## src/rtl/uart_tx.sv

```systemverilog
// 8N1 UART transmitter: valid/ready byte intake into a small circular FIFO,
// shifted out LSB first on a registered tx line.
module uart_tx #(
  parameter int CLKS_PER_BIT = 10,
  parameter int FIFO_DEPTH   = 4
) (
  input  logic       clk,
  input  logic       rst,
  input  logic [7:0] data_in,
  input  logic       valid_in,
  output logic       ready_out,
  output logic       tx,
  output logic       busy_out
);

  localparam int CNT_W = (CLKS_PER_BIT > 1) ? $clog2(CLKS_PER_BIT) : 1;
  localparam int PTR_W = $clog2(FIFO_DEPTH);
  localparam logic [CNT_W-1:0] CNT_LAST = CNT_W'(CLKS_PER_BIT - 1);
  localparam logic [PTR_W:0]   CNT_FULL = (PTR_W + 1)'(FIFO_DEPTH);

  typedef enum logic [1:0] {S_IDLE, S_START, S_DATA, S_STOP} state_t;

  state_t           r_state;
  logic [CNT_W-1:0] r_cnt;
  logic [2:0]       r_idx;
  logic [7:0]       r_shift;
  logic             r_tx;
  logic             r_ready;
  logic             r_busy;

  logic [7:0]       r_mem [FIFO_DEPTH];
  logic [PTR_W-1:0] r_wr_ptr;
  logic [PTR_W-1:0] r_rd_ptr;
  logic [PTR_W:0]   r_count;

  state_t           w_state_next;
  logic [CNT_W-1:0] w_cnt_next;
  logic [2:0]       w_idx_next;
  logic [7:0]       w_shift_next;
  logic             w_tx_next;
  logic             w_pop;
  logic             w_push;
  logic             w_bit_end;
  logic             w_fifo_nonempty;
  logic [PTR_W:0]   w_count_next;

  assign w_push          = valid_in && r_ready;
  assign w_bit_end       = (r_cnt == CNT_LAST);
  assign w_fifo_nonempty = (r_count != '0);

  // tx is computed for the next state so the line flop changes on the same
  // edge as the state, with no path from data_in to tx.
  always_comb begin
    w_state_next = r_state;
    w_cnt_next   = r_cnt;
    w_idx_next   = r_idx;
    w_shift_next = r_shift;
    w_tx_next    = 1'b1;
    w_pop        = 1'b0;
    case (r_state)
      S_IDLE: begin
        if (w_fifo_nonempty) begin
          w_pop        = 1'b1;
          w_shift_next = r_mem[r_rd_ptr];
          w_cnt_next   = '0;
          w_state_next = S_START;
          w_tx_next    = 1'b0;
        end
      end
      S_START: begin
        w_tx_next = 1'b0;
        if (w_bit_end) begin
          w_cnt_next   = '0;
          w_idx_next   = '0;
          w_state_next = S_DATA;
          w_tx_next    = r_shift[0];
        end else begin
          w_cnt_next = r_cnt + 1'b1;
        end
      end
      S_DATA: begin
        w_tx_next = r_shift[0];
        if (w_bit_end) begin
          w_cnt_next = '0;
          if (r_idx == 3'd7) begin
            w_state_next = S_STOP;
            w_tx_next    = 1'b1;
          end else begin
            w_shift_next = {1'b0, r_shift[7:1]};
            w_idx_next   = r_idx + 1'b1;
            w_tx_next    = r_shift[1];
          end
        end else begin
          w_cnt_next = r_cnt + 1'b1;
        end
      end
      S_STOP: begin
        w_tx_next = 1'b1;
        if (w_bit_end) begin
          w_cnt_next = '0;
          if (w_fifo_nonempty) begin
            w_pop        = 1'b1;
            w_shift_next = r_mem[r_rd_ptr];
            w_state_next = S_START;
            w_tx_next    = 1'b0;
          end else begin
            w_state_next = S_IDLE;
          end
        end else begin
          w_cnt_next = r_cnt + 1'b1;
        end
      end
      default: begin
        w_state_next = S_IDLE;
      end
    endcase
  end

  always_comb begin
    w_count_next = r_count;
    if (w_push && !w_pop) begin
      w_count_next = r_count + 1'b1;
    end else if (!w_push && w_pop) begin
      w_count_next = r_count - 1'b1;
    end
  end

  // A queued byte always leaves IDLE on the next edge, so tracking the next
  // state alone also covers the FIFO-non-empty case.
  always_ff @(posedge clk or posedge rst) begin
    if (rst) begin
      r_state  <= S_IDLE;
      r_cnt    <= '0;
      r_idx    <= '0;
      r_tx     <= 1'b1;
      r_wr_ptr <= '0;
      r_rd_ptr <= '0;
      r_count  <= '0;
      r_ready  <= 1'b1;
      r_busy   <= 1'b0;
    end else begin
      r_state <= w_state_next;
      r_cnt   <= w_cnt_next;
      r_idx   <= w_idx_next;
      r_tx    <= w_tx_next;
      r_count <= w_count_next;
      r_ready <= (w_count_next != CNT_FULL);
      r_busy  <= (w_state_next != S_IDLE);
      if (w_push) begin
        r_wr_ptr <= r_wr_ptr + 1'b1;
      end
      if (w_pop) begin
        r_rd_ptr <= r_rd_ptr + 1'b1;
      end
    end
  end

  always_ff @(posedge clk) begin
    if (w_push) begin
      r_mem[r_wr_ptr] <= data_in;
    end
    r_shift <= w_shift_next;
  end

  assign ready_out = r_ready;
  assign tx        = r_tx;
  assign busy_out  = r_busy;

endmodule

```

## config.mk

```make
export PLATFORM = sky130hd
export DESIGN_NAME = uart_tx
export DESIGN_NICKNAME = d
export VERILOG_FILES = /design/src/rtl/uart_tx.sv
export SDC_FILE = /design/constraint.sdc
export NUM_CORES = 1
export LEC_CHECK = 0
export CAP_MARGIN = 15
export CORE_ASPECT_RATIO = 1.75
export CORE_MARGIN = 1.5
export CORE_UTILIZATION = 59
export DETAILED_ROUTE_END_ITERATION = 10
export MAX_ROUTING_LAYER = met4
export PLACE_DENSITY = 0.78
export SYNTH_ARGS = -nofsm -noshare
export SYNTH_HDL_FRONTEND = slang
export SYNTH_SLANG_ARGS = --single-unit
```

## constraint.sdc

```tcl
create_clock -name clk -period 2.77 [get_ports clk]
set_input_delay 0.4155 -clock clk [delete_from_list [all_inputs] [get_ports clk]]
set_output_delay 0.4155 -clock clk [all_outputs]
set_load 0.03 [all_outputs]
```

==> impl_metrics.ini <==
[routing]
dr.pass1.iters = 5
finalWirelength_um = 5370
wl_per_cell_um = 19.0
antenna_left = 0
drcViolationCount = 0
viasPerCell = 6.37
vias = 1796
drt_iter0_drc = 56

[sta]
setup_ws_ns = 0.638
skew_ns = 0.00754
fin_crit_sh_pct = 77.0
rsz0062_at_grt = false
setup_violations = 0
final_hold_viol_count = 0
holdWs_ns = 0.501
tightest_slew_ns = 0.734
fin_setup_tns_ns = 0
max_freq_mhz = 469
drv_slew = 0
max_slew_margin_pct = 51.0
period_needed_ns = 2.13

[power_and_ir_drop]
peakVddDrop_uv = 1130
p_leak_uw = 0.00126
powerDensity_nw_per_um2 = 1160
p_total_uw = 3730

[floorplanning]
die_area_um2 = 5230
start_util_pct = 60.6
io_pins = 14
rows = 33
die_h_um = 94.6
placeableCoreArea_um2 = 4670
chipWidth_um = 55.3

[min_path]
hp-class = input pin to async pin

[cells_and_area]
antenna_cells = 0
area_growth_pct = 13.7
nets = 252
drive_gt1_share_pct = 13.9

[synthesis]
syn_area_um2 = 2830
synth_flop_cell = edfxtp_1
synth_top_cell_area_share_pct = 42.5
yosysUniqueCellTypes = 42
syn_area_per_cell_um2 = 13.5
synth_edf_count = 40
yosys_warnings = 0
ys_ff_latch = 59
yosysSeqAreaShare_pct = 59.4
synthCells = 209
synth_async_sr_flop_share_pct = 32.2
synth_top_cell_by_area = edfxtp_1
syn_nets = 236
synth.top_cells.by_area = edfxtp_1 42%, dfrtp_1 15%, ha_1 7.1%

[clocking]
post_cts_buffers = 0
numCtsBuffers = 9
cts.clk_slew.worst_paths_ns = 0.07
cts_tree = built
cts-root-buf = clkbuf_8
cts-resized-gates = 0
cts_num_sinks = 59
clk_latency_ns = 0.34
htreeDepth = 3
cts_hold_buf = 0
cts_max_path_buffers = 2

[grt]
grt_max_degree = 20
grt.total_usage_pct = 23.8
antenna_found_initial = 0
grt_first_pass_wirelength_um = 9050
grt_overflow = 0
grt_pass1_vias = 1969

[critical_path]
path_max_fanout = 9
cp.required_ns = 2.99
rrSetupSlack_ns = 0.64
timing.rr.end = ready_out$_DFF_PP1_
crit_path_start_kind = register
r2r_start = r_count[0]$_DFF_PP0_
crit_arrival_ns = 2.35
criticalPathCategory = register to register
r2r_cells = 6
endpoint_kind = register

[outcome]
status = finished clean

[placed_design]
place_hpwl_um = 3800
portBuffers = 13
finalWeightedCongestion = 0.753
dp_slack_ns = 0.507

[flow_run]
maxCapViolCount = 0
[critical path, stage by stage (launching register included)]
cell and delay (ns):
dfrtp_1 0.46, inv_1 0.13, ha_1 0.22, nand2b_1 0.26
a21oi_1 0.14, o311ai_0 0.55, o221ai_1 0.25
[worst max-delay path by stage]
stage / cells past startpoint / start / end / slack, ns
6_report: 6 / r_count[0]$_DFF_PP0_ / ready_out$_DFF_PP1_ / 0.64
4_1_cts: 1 / ready_out$_DFF_PP1_ / ready_out / 0.70
3_3_place_gp: 5 / valid_in / ready_out$_DFF_PP1_ / 0.67
2_1_floorplan: 6 / r_state[0]$_DFF_PP0_ / r_shift[0]$_DFFE_PP_ / 0.60
3_5_place_dp: 5 / valid_in / ready_out$_DFF_PP1_ / 0.51
5_1_grt: 6 / r_count[0]$_DFF_PP0_ / ready_out$_DFF_PP1_ / 0.57
[sequential cells by signal (all words and copies together) (netlist names)]
| signal | cells |
|---|---|
| busy_out | 1 |
| r_cnt | 4 |
| r_count | 3 |
| r_idx | 3 |
| r_mem | 32 |
| r_rd_ptr | 2 |
| r_shift | 8 |
| r_state | 2 |
| r_wr_ptr | 2 |
| ready_out | 1 |
| tx | 1 |
[where the power goes]
group	internal, uW	switching [uW]
clock	510	356
combinational	611	730
sequential	1290	234
total	2410	1320
[synthesized netlist by cell type (all sizes together) (3+ instances only)]
master,n
o21ai,13
edfxtp,40
and2,3
nand2,15
ha,16
a22o,11
a21oi,6
nand2b,5
inv,9
buf,4
dfrtp,17
nor2,11
and3,6
clkbuf,5
nor3,4
mux4,8
xnor2,5
o31ai,3
[cell type report]
class                           count  area (um^2)
Multi-Input combinational cell    132         1080
Clock inverter                      7          100
Timing Repair Buffer               14          138
Sequential cell                    59         1680
Tap cell                           52         65.1
Fill cell                         348         1450
Clock buffer                        9          124
Inverter                            9         33.8
[cells by family after synthesis]
kind of cell / after synthesis / share of synthesized area [%]
DFF: 59 / 59.4
and+or+nand+nor: 52 / 9.78
AOI/OAI and AO/OA: 48 / 12.2
buffers and inverters: 18 / 2.57
adders and majority gates: 16 / 7.08
muxes: 10 / 7.17
xor gates and xnor gates: 6 / 1.86
[through the flow]
stage / cells / utilization (%) / area, um^2
2_1_floorplan: 209 / - / 2830
3_3_place_gp: 266 / 64.1 / 2990
3_5_place_dp: 266 / 64.1 / 2990
4_1_cts: 282 / 68.9 / 3220
5_1_grt: 282 / 68.9 / 3220
6_report: 282 / 68.9 / 3220
[cell usage in the layout (no fill, tap or decap), drive strengths merged, types with 2 or more instances in the layout]
master	count
edfxtp	40
dfrtp	17
ha	16
nand2	15
o21ai	13
clkdlybuf4s50	13
a22o	11
nor2	11
inv	10
clkbuf	9
mux4	8
and3	6
a21oi	6
nand2b	5
xnor2	5
nor3	4
and2	3
o31ai	3
clkinvlp	3
mux2	2
o2111ai	2
a21o	2
bufinv	2
dfstp	2
[metal layers]
layer  GRT usage (%)  vias up  share of wire (%)
met1            23.0      897                 37
met4            10.4        0                2.1
met3            6.85       16                3.2
met5               -        -                  0
met2            43.4       54                 58
li1                -      829                  -
(Power assumes the default switching activity.)
